File: src/rtl/cpu_types_pkg.sv
// ---------------------------------------------------------------------------
// cpu_types_pkg
// Shared types for the pipelined MIPS datapath.
//   sb_entry_t : one scoreboard entry (valid / destination register / load)
//   fwd_sel_t  : forwarding-mux select, 0 = register file, k = stage k
//   reg_idx_t  : architectural register index
// Default scoreboard geometry lives here so the top, its interface and the
// per-port matcher all agree on widths.
// ---------------------------------------------------------------------------
package cpu_types_pkg;

    localparam int SB_STAGES     = 3;
    localparam int SB_READ_PORTS = 2;
    localparam int SB_LOAD_STAGE = 2;
    localparam int SB_CNT_W      = 16;
    localparam int FWD_SEL_W     = $clog2(SB_STAGES + 1);

    typedef logic [4:0] reg_idx_t;

    typedef struct packed {
        logic     valid;
        reg_idx_t wsel;
        logic     is_load;
    } sb_entry_t;

    typedef logic [FWD_SEL_W-1:0] fwd_sel_t;

endpackage

File: src/rtl/fwd_scoreboard_if.sv
// ---------------------------------------------------------------------------
// fwd_scoreboard_if
// Decode-side bundle between the pipeline control and the forwarding
// scoreboard.
//   master : pipeline side, drives decode/exec info, receives controls
//   slave  : scoreboard side
// Signals:
//   advance, id_valid, id_ren, id_rsel, id_wen, id_wsel, id_is_load,
//   ex_branch_taken                        -> scoreboard
//   fwd_sel, stall, flush_fd, flush_de, stall_count <- scoreboard
// ---------------------------------------------------------------------------
interface fwd_scoreboard_if #(
    parameter int READ_PORTS = 2,
    parameter int STAGES     = 3,
    parameter int CNT_W      = 16
);
    localparam int SEL_W = $clog2(STAGES + 1);

    logic                             advance;
    logic                             id_valid;
    logic [READ_PORTS-1:0]            id_ren;
    logic [READ_PORTS-1:0][4:0]       id_rsel;
    logic                             id_wen;
    logic [4:0]                       id_wsel;
    logic                             id_is_load;
    logic                             ex_branch_taken;
    logic [READ_PORTS-1:0][SEL_W-1:0] fwd_sel;
    logic                             stall;
    logic                             flush_fd;
    logic                             flush_de;
    logic [CNT_W-1:0]                 stall_count;

    modport master (
        output advance, id_valid, id_ren, id_rsel, id_wen, id_wsel,
               id_is_load, ex_branch_taken,
        input  fwd_sel, stall, flush_fd, flush_de, stall_count
    );

    modport slave (
        input  advance, id_valid, id_ren, id_rsel, id_wen, id_wsel,
               id_is_load, ex_branch_taken,
        output fwd_sel, stall, flush_fd, flush_de, stall_count
    );

endinterface

File: src/rtl/fwd_port_match.sv
// ---------------------------------------------------------------------------
// fwd_port_match
// Priority search for one decode read port over the scoreboard entries.
// Ports:
//   entries   in  scoreboard, index 0 = stage 1 (youngest)
//   ren       in  port read enable
//   rsel      in  port source register
//   sel       out forwarding select (0 = register file, k = stage k)
//   stall_req out load-use hazard on this port
// ---------------------------------------------------------------------------
module fwd_port_match
    import cpu_types_pkg::*;
#(
    parameter int STAGES     = SB_STAGES,
    parameter int LOAD_STAGE = SB_LOAD_STAGE,
    parameter int SEL_W      = $clog2(STAGES + 1)
) (
    input  sb_entry_t [STAGES-1:0] entries,
    input  logic                   ren,
    input  reg_idx_t               rsel,
    output logic [SEL_W-1:0]       sel,
    output logic                   stall_req
);

    logic found;

    // Youngest producer wins: scan from stage 1 outward and stop at the
    // first match. A load that has not reached LOAD_STAGE has no data yet,
    // so the port asks for a stall and reads the register file meanwhile.
    // Register 0 is hardwired zero and never matches.
    always_comb begin
        sel       = '0;
        stall_req = 1'b0;
        found     = 1'b0;
        if (ren && rsel != '0) begin
            for (int k = 0; k < STAGES; k++) begin
                if (!found && entries[k].valid && entries[k].wsel == rsel) begin
                    found = 1'b1;
                    if (entries[k].is_load && (k + 1) < LOAD_STAGE) begin
                        stall_req = 1'b1;
                    end else begin
                        sel = SEL_W'(k + 1);
                    end
                end
            end
        end
    end

endmodule

File: src/rtl/fwd_scoreboard.sv
// ---------------------------------------------------------------------------
// fwd_scoreboard
// Forwarding and hazard scoreboard beside the decode stage. Tracks every
// in-flight register write in a shift register (one entry per stage after
// decode) and derives forwarding selects, load-use stalls, branch flushes
// and a saturating stall-cycle counter.
// Ports:
//   CLK  in  clock
//   RST  in  synchronous active-high reset
//   bus  slave modport of fwd_scoreboard_if (decode info in, controls out)
// ---------------------------------------------------------------------------
module fwd_scoreboard
    import cpu_types_pkg::*;
#(
    parameter int STAGES     = SB_STAGES,
    parameter int READ_PORTS = SB_READ_PORTS,
    parameter int LOAD_STAGE = SB_LOAD_STAGE,
    parameter int CNT_W      = SB_CNT_W
) (
    input  logic           CLK,
    input  logic           RST,
    fwd_scoreboard_if.slave bus
);

    localparam int SEL_W = $clog2(STAGES + 1);

    sb_entry_t [STAGES-1:0]           sb;
    sb_entry_t                        ins;
    logic [READ_PORTS-1:0]            port_req;
    logic [READ_PORTS-1:0][SEL_W-1:0] port_sel;
    logic                             stall_c;
    logic [CNT_W-1:0]                 count;

    genvar p;
    generate
        for (p = 0; p < READ_PORTS; p++) begin : g_port
            fwd_port_match #(
                .STAGES     (STAGES),
                .LOAD_STAGE (LOAD_STAGE),
                .SEL_W      (SEL_W)
            ) u_match (
                .entries   (sb),
                .ren       (bus.id_ren[p]),
                .rsel      (bus.id_rsel[p]),
                .sel       (port_sel[p]),
                .stall_req (port_req[p])
            );
        end
    endgenerate

    // A taken branch discards the decode instruction, so any hazard it
    // would have caused is moot and the flush takes priority over stall.
    // Stalled or flushed decode instructions leave a bubble behind.
    always_comb begin
        stall_c     = bus.id_valid & (|port_req) & ~bus.ex_branch_taken;
        ins.valid   = bus.id_valid & bus.id_wen & (bus.id_wsel != 5'd0)
                      & ~stall_c & ~bus.ex_branch_taken;
        ins.wsel    = bus.id_wsel;
        ins.is_load = bus.id_is_load;
    end

    assign bus.fwd_sel     = port_sel;
    assign bus.stall       = stall_c;
    assign bus.flush_fd    = bus.ex_branch_taken;
    assign bus.flush_de    = bus.ex_branch_taken;
    assign bus.stall_count = count;

    // The whole scoreboard moves one stage per advancing cycle; the oldest
    // entry falls off the end (register file write has happened).
    always_ff @(posedge CLK) begin
        if (RST) begin
            sb <= '0;
        end else if (bus.advance) begin
            for (int k = STAGES - 1; k > 0; k--) begin
                sb[k] <= sb[k-1];
            end
            sb[0] <= ins;
        end
    end

    // Only stalls that actually cost a pipeline cycle are counted; the
    // counter pins at all-ones instead of wrapping.
    always_ff @(posedge CLK) begin
        if (RST) begin
            count <= '0;
        end else if (bus.advance && stall_c && count != '1) begin
            count <= count + 1'b1;
        end
    end

endmodule
File: src/flat_wrapper.sv
// flat-port wrapper written by rule: the top's interface ports become plain ports
module fwd_scoreboard_flat import cpu_types_pkg::*;
#(
    parameter int STAGES     = SB_STAGES,
    parameter int READ_PORTS = SB_READ_PORTS,
    parameter int LOAD_STAGE = SB_LOAD_STAGE,
    parameter int CNT_W      = SB_CNT_W
)
  (CLK, RST, bus_advance, bus_id_valid, bus_id_ren, bus_id_rsel, bus_id_wen, bus_id_wsel, bus_id_is_load, bus_ex_branch_taken, bus_fwd_sel, bus_stall, bus_flush_fd, bus_flush_de, bus_stall_count);
  fwd_scoreboard_if #(.READ_PORTS(READ_PORTS), .STAGES(STAGES), .CNT_W(CNT_W)) bus_i ();
  input  logic CLK;
  input  logic RST;
  input wire logic [$bits(bus_i.advance)-1:0] bus_advance;
  input wire logic [$bits(bus_i.id_valid)-1:0] bus_id_valid;
  input wire logic [$bits(bus_i.id_ren)-1:0] bus_id_ren;
  input wire logic [$bits(bus_i.id_rsel)-1:0] bus_id_rsel;
  input wire logic [$bits(bus_i.id_wen)-1:0] bus_id_wen;
  input wire logic [$bits(bus_i.id_wsel)-1:0] bus_id_wsel;
  input wire logic [$bits(bus_i.id_is_load)-1:0] bus_id_is_load;
  input wire logic [$bits(bus_i.ex_branch_taken)-1:0] bus_ex_branch_taken;
  output wire logic [$bits(bus_i.fwd_sel)-1:0] bus_fwd_sel;
  output wire logic [$bits(bus_i.stall)-1:0] bus_stall;
  output wire logic [$bits(bus_i.flush_fd)-1:0] bus_flush_fd;
  output wire logic [$bits(bus_i.flush_de)-1:0] bus_flush_de;
  output wire logic [$bits(bus_i.stall_count)-1:0] bus_stall_count;
  assign bus_i.advance = bus_advance;
  assign bus_i.id_valid = bus_id_valid;
  assign bus_i.id_ren = bus_id_ren;
  assign bus_i.id_rsel = bus_id_rsel;
  assign bus_i.id_wen = bus_id_wen;
  assign bus_i.id_wsel = bus_id_wsel;
  assign bus_i.id_is_load = bus_id_is_load;
  assign bus_i.ex_branch_taken = bus_ex_branch_taken;
  assign bus_fwd_sel = bus_i.fwd_sel;
  assign bus_stall = bus_i.stall;
  assign bus_flush_fd = bus_i.flush_fd;
  assign bus_flush_de = bus_i.flush_de;
  assign bus_stall_count = bus_i.stall_count;
  fwd_scoreboard #(.STAGES(STAGES), .READ_PORTS(READ_PORTS), .LOAD_STAGE(LOAD_STAGE), .CNT_W(CNT_W)) u_core (.CLK(CLK), .RST(RST), .bus(bus_i));
endmodule
File: config.mk
export PLATFORM = sky130hd
export DESIGN_NAME = fwd_scoreboard_flat
export DESIGN_NICKNAME = d
export VERILOG_FILES = /design/src/rtl/cpu_types_pkg.sv /design/src/rtl/fwd_scoreboard_if.sv /design/src/rtl/fwd_port_match.sv /design/src/rtl/fwd_scoreboard.sv /design/src/flat_wrapper.sv
export SDC_FILE = /design/constraint.sdc
export NUM_CORES = 1
export LEC_CHECK = 0
export ABC_AREA = 1
export CAP_MARGIN = 10
export CELL_PAD_IN_SITES_DETAIL_PLACEMENT = 0
export CELL_PAD_IN_SITES_GLOBAL_PLACEMENT = 1
export CORE_MARGIN = 10
export CORE_UTILIZATION = 35
export CTS_BUF_LIST = sky130_fd_sc_hd__clkbuf_16
export DETAILED_ROUTE_END_ITERATION = 10
export MAX_ROUTING_LAYER = met4
export PLACE_DENSITY_LB_ADDON = 0.1
export SYNTH_ARGS = -nofsm -noshare
export SYNTH_HDL_FRONTEND = slang
export SYNTH_HIERARCHICAL = 1
export SYNTH_SLANG_ARGS = --single-unit
File: constraint.sdc
create_clock -name CLK -period 2 [get_ports CLK]
set_input_delay 0.2 -clock CLK [delete_from_list [all_inputs] [get_ports CLK]]
set_output_delay 0.2 -clock CLK [all_outputs]
set_load 0.01 [all_outputs]
==> impl_metrics.tcl <==
set metrics [dict create \
    outcome "completed" \
    tightest_slew_ns 0.3858 \
    area.growth.synth_to_final_pct 42.25 \
    worstPathArrival_ns 1.72 \
    cts_tree "built" \
    first_global_vias 2278 \
    clock_latency_ns 0.28 \
    fin_nets 506 \
    final_common_cell "nand2_1" \
    clockBufferDepth 2 \
    syn_inst 401 \
    rows 29 \
    end_kind "output pin" \
    numPortBuffers 46 \
    cts_inserted_buffers 5 \
    ys.warnings.count 6 \
    avgSynthCellArea_um2 5.841 \
    hold_violations 0 \
    place_congestion 0.8603 \
    drt-pass1-iter-count 5 \
    layout_common_cells "nand2_1, nor2_1, inv_1" \
    root_buffer "clkbuf_16" \
    drive_gt1_frac 0.1826 \
    power.leakage_nw 1.507 \
    path_max_fanout 5 \
    place_hpwl_um 5586 \
    wl_per_cell_um 12.76 \
    postCtsHoldBufs 0 \
    grt_first_pass_wirelength_um 11430 \
    fp.dieH_um 101.8 \
    syn-cell-area_um2 2342 \
    drt_iter0_drc 121 \
    cp-start-kind "flop" \
    h-tree-depth 2 \
    io_pins 47 \
    power_density_nw_per_um2 529.0 \
    syn_nets 426 \
    vias 2593 \
    ant_nets 0 \
    path_delay_family "buffers and inverters" \
    dieArea_um2 10360 \
    cp_cell_sequence "buf_4 -> nand2_1 -> nand2_1 -> nor2_2 -> nand4_1 -> buf_4 -> buf_4 -> nand2_1 -> a21oi_2 -> clkdlybuf4s15_1" \
    path_class "reg -> out" \
    grt_usage 0.1418 \
    drc_errors 0 \
    total_power_mw 1.763 \
    peakVddDrop_mv 0.3481 \
    slew_viol_final 0 \
    diodes 0 \
    slowest_delay_ns 0.36 \
    antenna_found_initial 0 \
    fin_crit_ns 1.923 \
    die_w_um 101.8 \
    setup_viol 0 \
    rsz0062_at_grt "yes" \
    grt_max_degree 21 \
    path_buf_inv 4 \
    cpMaxStageDelayCell "dfxtp_4" \
    min_path_type "reg -> reg" \
    start_util 0.3647 \
    clk_pin_slew_ns 0.05 \
    period_share 0.9614 \
    finalClockSkew_ns 0.002748 \
    core_um2 6422 \
    viasPerCell 4.639 \
    totalNegativeSetupSlack_ns 0 \
    slew_headroom 0.7418 \
    cp_data_required_time_ns 1.80 \
    clock-sinks 35 \
    overflow 0 \
    drt_wl_total_um 7131 \
    fmax_mhz 520.1 \
    drv_cap 0 \
]
[worst paths after layout]
check	slack, ns	end	cells after the start	startpoint
worst min register to register	0.52	u_core/bus.stall_count[1]$_SDFFE_PP0P_	2	u_core/bus.stall_count[1]$_SDFFE_PP0P_
worst max-delay path	0.08	bus_fwd_sel[0]	10	u_core/sb[4]$_SDFFE_PP0P_
worst min-delay path	0.52	u_core/bus.stall_count[1]$_SDFFE_PP0P_	2	u_core/bus.stall_count[1]$_SDFFE_PP0P_
worst max register to register	0.13	u_core/bus.stall_count[14]$_SDFFE_PP0P_	14	u_core/sb[4]$_SDFFE_PP0P_
[routing by layer]
| metal | global-route usage | vias to the layer above | part of all wire |
|---|---|---|---|
| met3 | 0.03336 | 4 | 0.060 |
| met5 | - | - | 0 |
| met4 | 0.03300 | 0 | 0.0059 |
| met2 | 0.1904 | 62 | 0.40 |
| met1 | 0.2051 | 1113 | 0.53 |
| li1 | - | 1414 | - |
[area by class of cell]
cell class,instances,area (um2)
clock buffers,5,125.1
clock inverters,3,12.51
fillers,676,3090
inverters,47,176.4
multi-input cells,309,1465
flip-flops and latches,35,709.4
well taps,77,96.34
repair buffers,83,747.0
[worst register-to-register path, delay by kind of cell (launching register included)]
family,cells,cell delay (ns)
flops,1,0.36
buf+inv,2,0.28
simple gates,12,1.13
[registers in the layout (all words and copies together), names as in the netlist]
signal,flops
u_core/sb,19
u_core/bus.stall_count,16
[power by group]
group          internal, mW  switching, mW
clock network         0.450          0.281
logic                 0.134          0.140
registers             0.724         0.0338
[metrics by stage]
step	hold WS, ns	setup slack, ns	instance area [um2]	utilization	cells
floorplan	0.2691	0.2211	2342	-	401
global placement	0.5113	-0.3354	3099	0.4826	549
detailed placement	0.5139	-0.3317	3099	0.4826	549
CTS	0.5243	0.0009540	3238	0.5042	557
global route	0.5480	-0.05284	3332	0.5188	559
finish	0.5201	0.07711	3332	0.5188	559
[repair_timing]
item / 4_1_cts / 5_1_grt
endpoints found under the setup margin: 6 / 22
endpoints found under the hold margin: 0 / 0
buffers inserted: 0 / 2
pin swaps: 0 / 10
gates cloned: 0 / 0
gates resized for setup: 15 / 36
(Power assumes the default switching activity.)
